--- src/rtl/input_conditioner.sv ---
// Synchronises and debounces the DE0 pushbuttons and slide switches into the clock domain.
// Optional auto-repeat of button_press while a button is held: define INPUT_COND_REPEAT_EN.
module input_conditioner #(
    parameter int DEBOUNCE_CYCLES = 500000,
    parameter int CNT_WIDTH       = 19,
    parameter int REPEAT_CYCLES   = 12500000
) (
    input  logic       clock,
    input  logic       reset_signal,
    input  logic [2:0] button_n,
    input  logic [7:0] sw_raw,
    output logic [2:0] button_level,
    output logic [2:0] button_press,
    output logic [2:0] button_release,
    output logic [7:0] sw_stable,
    output logic       sw_changed
);

    typedef enum logic [1:0] {
        ST_RELEASED     = 2'd0,
        ST_PRESS_WAIT   = 2'd1,
        ST_HELD         = 2'd2,
        ST_RELEASE_WAIT = 2'd3
    } btn_state_t;

    localparam logic [CNT_WIDTH-1:0] CNT_LAST = CNT_WIDTH'(DEBOUNCE_CYCLES - 1);

    if (DEBOUNCE_CYCLES < 2) begin : g_bad_debounce
        $error("DEBOUNCE_CYCLES must be at least 2");
    end
    if ((64'd1 << CNT_WIDTH) < 64'(DEBOUNCE_CYCLES)) begin : g_bad_width
        $error("CNT_WIDTH too small for DEBOUNCE_CYCLES");
    end
    if (REPEAT_CYCLES < 2) begin : g_bad_repeat
        $error("REPEAT_CYCLES must be at least 2");
    end

    logic [2:0] btn_meta_r;
    logic [2:0] btn_sync2_r;
    logic [7:0] sw_meta_r;
    logic [7:0] sw_sync_r;
    logic [2:0] btn_sync_s;

    // Two-flop synchronisers; buttons idle high (released), switches idle low
    always_ff @(posedge clock or posedge reset_signal) begin
        if (reset_signal) begin
            btn_meta_r  <= 3'b111;
            btn_sync2_r <= 3'b111;
            sw_meta_r   <= 8'h00;
            sw_sync_r   <= 8'h00;
        end else begin
            btn_meta_r  <= button_n;
            btn_sync2_r <= btn_meta_r;
            sw_meta_r   <= sw_raw;
            sw_sync_r   <= sw_meta_r;
        end
    end

    assign btn_sync_s = ~btn_sync2_r;

    btn_state_t           state_r [3];
    btn_state_t           state_s [3];
    logic [CNT_WIDTH-1:0] cnt_r   [3];
    logic [CNT_WIDTH-1:0] cnt_s   [3];
    logic [CNT_WIDTH-1:0] inc_s   [3];
    logic [2:0]           level_r;
    logic [2:0]           level_s;
    logic [2:0]           press_r;
    logic [2:0]           press_s;
    logic [2:0]           release_r;
    logic [2:0]           release_s;

`ifdef INPUT_COND_REPEAT_EN
    localparam int RPT_W = (REPEAT_CYCLES > 2) ? $clog2(REPEAT_CYCLES) : 1;
    localparam logic [RPT_W-1:0] RPT_LAST = RPT_W'(REPEAT_CYCLES - 1);
    logic [RPT_W-1:0] rpt_r [3];
    logic [RPT_W-1:0] rpt_s [3];
`endif

    // Per-button debounce FSM next-state and pulse generation
    always_comb begin
        for (int i = 0; i < 3; i++) begin
            state_s[i]   = state_r[i];
            cnt_s[i]     = cnt_r[i];
            inc_s[i]     = (cnt_r[i] == CNT_LAST) ? CNT_LAST : cnt_r[i] + {{(CNT_WIDTH-1){1'b0}}, 1'b1};
            level_s[i]   = level_r[i];
            press_s[i]   = 1'b0;
            release_s[i] = 1'b0;
`ifdef INPUT_COND_REPEAT_EN
            rpt_s[i]     = rpt_r[i];
`endif
            case (state_r[i])
                ST_RELEASED: begin
                    cnt_s[i] = '0;
                    if (btn_sync_s[i]) begin
                        state_s[i] = ST_PRESS_WAIT;
                    end else begin
                        state_s[i] = ST_RELEASED;
                    end
                end
                ST_PRESS_WAIT: begin
                    if (!btn_sync_s[i]) begin
                        state_s[i] = ST_RELEASED;
                        cnt_s[i]   = '0;
                    end else if (inc_s[i] == CNT_LAST) begin
                        state_s[i] = ST_HELD;
                        cnt_s[i]   = '0;
                        level_s[i] = 1'b1;
                        press_s[i] = 1'b1;
`ifdef INPUT_COND_REPEAT_EN
                        rpt_s[i]   = '0;
`endif
                    end else begin
                        cnt_s[i] = inc_s[i];
                    end
                end
                ST_HELD: begin
                    if (!btn_sync_s[i]) begin
                        state_s[i] = ST_RELEASE_WAIT;
                        cnt_s[i]   = '0;
                    end else begin
                        state_s[i] = ST_HELD;
`ifdef INPUT_COND_REPEAT_EN
                        if (rpt_r[i] == RPT_LAST) begin
                            rpt_s[i]   = '0;
                            press_s[i] = 1'b1;
                        end else begin
                            rpt_s[i] = rpt_r[i] + {{(RPT_W-1){1'b0}}, 1'b1};
                        end
`endif
                    end
                end
                ST_RELEASE_WAIT: begin
                    // The repeat counter is left untouched here so it resumes on return
                    if (btn_sync_s[i]) begin
                        state_s[i] = ST_HELD;
                        cnt_s[i]   = '0;
                    end else if (inc_s[i] == CNT_LAST) begin
                        state_s[i]   = ST_RELEASED;
                        cnt_s[i]     = '0;
                        level_s[i]   = 1'b0;
                        release_s[i] = 1'b1;
                    end else begin
                        cnt_s[i] = inc_s[i];
                    end
                end
                default: begin
                    state_s[i] = ST_RELEASED;
                    cnt_s[i]   = '0;
                    level_s[i] = 1'b0;
                end
            endcase
        end
    end

    // Button FSM state, counters and registered outputs
    always_ff @(posedge clock or posedge reset_signal) begin
        if (reset_signal) begin
            for (int i = 0; i < 3; i++) begin
                state_r[i] <= ST_RELEASED;
                cnt_r[i]   <= '0;
`ifdef INPUT_COND_REPEAT_EN
                rpt_r[i]   <= '0;
`endif
            end
            level_r   <= 3'b000;
            press_r   <= 3'b000;
            release_r <= 3'b000;
        end else begin
            for (int i = 0; i < 3; i++) begin
                state_r[i] <= state_s[i];
                cnt_r[i]   <= cnt_s[i];
`ifdef INPUT_COND_REPEAT_EN
                rpt_r[i]   <= rpt_s[i];
`endif
            end
            level_r   <= level_s;
            press_r   <= press_s;
            release_r <= release_s;
        end
    end

    logic [7:0]           sw_prev_r;
    logic [7:0]           sw_stable_r;
    logic [7:0]           sw_stable_s;
    logic [CNT_WIDTH-1:0] sw_cnt_r;
    logic [CNT_WIDTH-1:0] sw_cnt_s;
    logic [CNT_WIDTH-1:0] sw_inc_s;
    logic                 sw_changed_r;
    logic                 sw_changed_s;

    // Shared switch debouncer: any new pattern mid-count restarts the count
    always_comb begin
        sw_stable_s  = sw_stable_r;
        sw_cnt_s     = sw_cnt_r;
        sw_changed_s = 1'b0;
        sw_inc_s     = (sw_cnt_r == CNT_LAST) ? CNT_LAST : sw_cnt_r + {{(CNT_WIDTH-1){1'b0}}, 1'b1};
        if (sw_sync_r == sw_stable_r) begin
            sw_cnt_s = '0;
        end else if (sw_sync_r != sw_prev_r) begin
            sw_cnt_s = '0;
        end else if (sw_inc_s == CNT_LAST) begin
            sw_stable_s  = sw_sync_r;
            sw_changed_s = 1'b1;
            sw_cnt_s     = '0;
        end else begin
            sw_cnt_s = sw_inc_s;
        end
    end

    // Switch debouncer state and registered outputs
    always_ff @(posedge clock or posedge reset_signal) begin
        if (reset_signal) begin
            sw_prev_r    <= 8'h00;
            sw_stable_r  <= 8'h00;
            sw_cnt_r     <= '0;
            sw_changed_r <= 1'b0;
        end else begin
            sw_prev_r    <= sw_sync_r;
            sw_stable_r  <= sw_stable_s;
            sw_cnt_r     <= sw_cnt_s;
            sw_changed_r <= sw_changed_s;
        end
    end

    assign button_level   = level_r;
    assign button_press   = press_r;
    assign button_release = release_r;
    assign sw_stable      = sw_stable_r;
    assign sw_changed     = sw_changed_r;

endmodule

--- config.mk ---
export PLATFORM = sky130hd
export DESIGN_NAME = input_conditioner
export DESIGN_NICKNAME = d
export VERILOG_FILES = /design/src/rtl/input_conditioner.sv
export SDC_FILE = /design/constraint.sdc
export NUM_CORES = 1
export LEC_CHECK = 0
export CORE_ASPECT_RATIO = 2
export CORE_MARGIN = 4
export CORE_UTILIZATION = 61
export DETAILED_ROUTE_END_ITERATION = 8
export HOLD_SLACK_MARGIN = 0.02
export PLACE_DENSITY = 0.8
export SYNTH_ARGS = -nofsm -noshare
export SYNTH_HDL_FRONTEND = slang
export SYNTH_SLANG_ARGS = --single-unit
--- constraint.sdc ---
create_clock -name clock -period 5.2 [get_ports clock]
set_clock_uncertainty 0.2 [all_clocks]
set_input_delay 1.04 -clock clock [delete_from_list [all_inputs] [get_ports clock]]
set_output_delay 1.04 -clock clock [all_outputs]
set_load 0.005 [all_outputs]
After elaboration in Yosys (flattened, before gate mapping)
Cells that the tools add are included.

Reductions and logical operators: 13. $add $sub $neg: 4. Mux-type cells: 76. Equality and inequality tests: 40. Bitwise gates (word level): 3.

Operators with widths (number): two-way mux 19 bit (19); case mux 19 bit (4 select lines) (3); equality test 19 bit, second input constant (8); adder 19 x 1 -> 19 bit, second input constant (4); two-way mux 1 bit (36); != test 2 bit, second input constant (15); two-way mux 2 bit (12); case mux 2 bit (4 select lines) (3); != test 3 bit, second input constant (6); AND reduction 5 bit (3); equality test 2 bit, second input constant (6); equality test 8 bit (1); != test 8 bit (1); equality test 2 x 1 -> 1 bit, second input constant (3); logical NOT 2 bit (3); case mux 1 bit (2 select lines) (3); AND reduction 2 bit (3); nonzero test 2 bit (3); inverter 3 bit (1); AND reduction 3 bit (1); inverter 1 bit (2).

Output and inout bits: 18. Bits in registers: 130. Bits of input ports: 13. Word-level logic and storage cells: 155.

Depth between registers and ports, before layout
Word-level depth: 6. Mapped depth: 11.

Worst setup path before layout
OpenSTA, ideal clock, no wires.

Path kind: flip-flop to flip-flop. Start point: register cnt_r[0] in the netlist's numbering. End point: register cnt_r[16] in the netlist's numbering. Path buffers: 1. Setup slack: 2.091 ns. Required time: 4.882 ns. Cell stages (with the launch flop): 10. Clock period less this slack: 3.109 ns. Arrival time: 2.790 ns. Path through: dfrtp_1 ha_1 nand4_1 or4_4 a2111oi_0 or4b_1 buf_2 a22oi_4 o21ai_1 a21o_1.

Cells in the longest elaborated chain, start to end: 6.

RTL lines: start, declared (line 63) `logic [CNT_WIDTH-1:0] cnt_r [3];`; start signal, assigned by index (line 172) `cnt_r[i] <= cnt_s[i];`; adder 19 x 1 -> 19 bit or equality test 19 bit (tied branches) (line 85) `inc_s[i] = (cnt_r[i] == CNT_LAST) ? CNT_LAST : cnt_r[i] + {{(CNT_WIDTH-1){1'b0}}, 1'b1};`; two-way mux 19 bit (*) (line 85); equality test 19 bit (line 105, 138); two-way mux 19 bit (*) (line 105, 138); two-way mux 19 bit, on equally long branches (line 135, 102); case mux 19 bit (4 select lines) (*) (line 92) `case (state_r[i])`.

Mark *: on every way between the ends. The rest lies on a longest branch, timed or not. A chain may end at the register's enable or synchronous reset.

Worst setup path after layout
Start point: register cnt_r[38] in the netlist's numbering. End point: register cnt_r[43] in the netlist's numbering.

The elaborated chain is that of the path after synthesis.

==> results.yml <==
outcome:
  outcome: "finished clean"
grt:
  grt_pass1_vias: 6108
  grt_pass1_wl_um: 29160
  grt_max_degree: 73
  antenna_found_initial: 0
  overflow: 0
  grt_usage_pct: 26.65
place:
  io_buffers: 30
  dp.cells: 906
  gp_congestion: 0.9748
  dp_hpwl_um: 12050
route:
  vias: 6062
  drt-initial-drc-count: 317
  first_pass_iters: 5
  ant_nets: 0
  drc: 0
  viasPerCell: 6.463
  detail_route.wirelength_um: 17280
  routedWlPerCell_um: 18.42
timing:
  grt_setup_unrepaired: "no"
  setup_tns_ps: 0
  hold_viol_final: 0
  whs_ps: 150.5
  worstMarginPinSlew_ps: 1166
  min_period_ps: 3794
  slew_viol_final: 0
  final-setup-viol-count: 0
  fmax_mhz: 263.6
  slew_headroom_pct: 22.07
  period_share_pct: 72.96
pwr:
  irDropWorstVdd_mv: 0.2548
  leakagePower_uw: 0.003167
  powerDensity_mw_per_mm2: 286.5
setup_path:
  required_ps: 5310
  endpoint_kind: "flop"
  arrival_ps: 3900
  r2r-start: "cnt_r[38]$_DFFE_PP0P_"
  critPathMaxFanout: 26
  critical_path.startpoint: "cnt_r[38]$_DFFE_PP0P_"
  start_kind: "flop"
  critPathKind: "flop to flop"
yosys:
  synth_area_mm2: 0.007109
  synth_edf_count: 0
  synthArstFlopShare_pct: 100.0
  synth.distinct_cells: 67
  yosys-top-cells-area: "dfrtp_1, nand2_1, xnor2_1, xor2_1, nand3_1"
  yosysMostFrequentCell: "dfrtp_1"
  syn_inst: 777
  synth_common_cells: "dfrtp_1, nand2_1, nor2_1"
  ys.warnings.count: 0
  synth-seq-area-share_pct: 45.86
  synth_top_area_share_pct: 43.65
  syn_nets: 794
  synth.avg_cell_area_um2: 9.150
  synth_top_area_cell: "dfrtp_1"
  synth-main-ff-cell: "dfrtp_1"
  ys_ff_latch: 130
clocking:
  cts_buffers: 17
  cts_sinks: 130
  clk_pin_slew_worst_paths_ps: 60
  postCtsSetupBuffers: 0
  hold_buffers: 0
  htreeDepth: 4
  clkLatencyLatePin_ps: 420
  clock_path_buffers: 2
  cts_tree: "built"
  cts_resized: 0
  root_buffer: "clkbuf_16"
layout:
  final_cells: 938
  fin_nets: 800
  fin_util_pct: 70.13
  drive_gt1_share_pct: 8.291
  area_delta_synth_final_pct: 12.00
  diodes: 0
die:
  dieArea_mm2: 0.01355
  die_x_um: 84.34
  initial_core_util_pct: 62.61
  core_region_area_mm2: 0.01135
  die_y_um: 160.7
  io_pins: 31
  rows: 55
hold_path:
  hold_path_class: "flop to flop"
  hp-start: "sw_meta_r[1]$_DFF_PP0_"
flow_run:
  max_cap_violations: 0
[routing by layer]
layer,GRT usage [%],wire (um),up-vias
met3,5.441,816,82
met5,0,0,-
li1,-,-,2815
met4,16.50,981,0
met2,47.63,9307,244
met1,28.07,6172,2921
[power breakdown]
part           leakage [uW]  internal (uW)  total (uW)  switching (uW)
Clock              0.000271            672        1160             484
Sequential          0.00173           1030        1050            19.0
Combinational       0.00117           27.5        75.9            48.4
[metrics by stage]
stage	instance area (um2)	setup slack [ps]	power (uW)
3_3_place_gp	7391	1589	1139
2_1_floorplan	7109	500.6	1114
3_5_place_dp	7391	1491	1143
5_1_grt	7963	1075	2360
6_report	7963	1406	2282
4_1_cts	7963	1468	2297
[worst max-delay path, cell delays in order (launching register included)]
cell and delay (ps):
dfrtp_1 450, ha_1 280, nand3_1 220, nor4_1 710, a31oi_1 180, nor4_1 550, a31oi_2 570, a21o_1 310
a32o_1 190
[final timing paths]
check / to / slack, ps / cells past startpoint
max: cnt_r[43]$_DFFE_PP0P_ / 1410 / 8
min: sw_sync_r[1]$_DFF_PP0_ / 150 / 0
max reg2reg: cnt_r[43]$_DFFE_PP0P_ / 1410 / 8
min reg2reg: sw_sync_r[1]$_DFF_PP0_ / 150 / 0
max in group asynchronous: btn_sync2_r[0]$_DFF_PP1_ / 2870 / 3
min in group asynchronous: cnt_r[6]$_DFFE_PP0P_ / 960 / 2
[final cells by class]
cell class	instances	area (um2)
clock buffer	18	429.2
clock inverter	14	142.6
fill	849	3392
inverter	18	70.07
multi-input combinational	583	3560
sequential	130	3261
tap	142	177.7
timing repair buffer	33	322.8
[sequential cells by signal, indices dropped and copies added, names as in the netlist, 8 cells and up, named ones only]
signal	cells
sw_stable	8
sw_cnt_r	19
cnt_r	57
sw_meta_r	8
sw_sync_r	8
sw_prev_r	8
[kinds of logic (layout without fill, tap and decap cells)]
family	after synthesis	in the layout	share of synthesized area, %
multiplexers	13	13	2.006
buffers and inverters	64	83	4.065
AND/OR/NAND/NOR	354	354	26.24
flip-flops	130	130	45.86
AO/OA/AOI/OAI	152	152	13.73
XOR/XNOR	60	60	7.392
adder cells (fa/ha/maj)	4	4	0.7040
[cell usage in the layout (no fill, tap or decap), types with 4 or more instances in the layout]
master	netlist	layout
nor3b_1	5	5
a22o_1	4	4
mux2_2	10	10
o31ai_1	12	12
nand2b_1	7	7
clkdlybuf4s50_1	0	30
nor4b_1	4	4
nor3_1	19	19
or3_1	9	9
or2_2	5	5
and3_1	13	13
ha_1	4	4
inv_6	0	7
clkbuf_16	0	17
dfrtp_1	124	124
and2_1	6	6
o21ai_0	38	38
a21o_1	6	6
nor4_1	20	20
o22ai_1	5	5
and4_1	6	6
nand4_1	29	29
nand3_1	44	44
a21boi_0	5	5
dfstp_2	6	6
nor2b_1	12	12
or4_1	5	5
xor2_1	27	27
nor2_1	54	54
nand2_1	99	99
xnor2_1	33	33
a21oi_1	28	28
a31oi_1	18	18
o21ai_1	9	9
inv_1	18	17
Note: power is estimated with default switching activity, not from simulation.
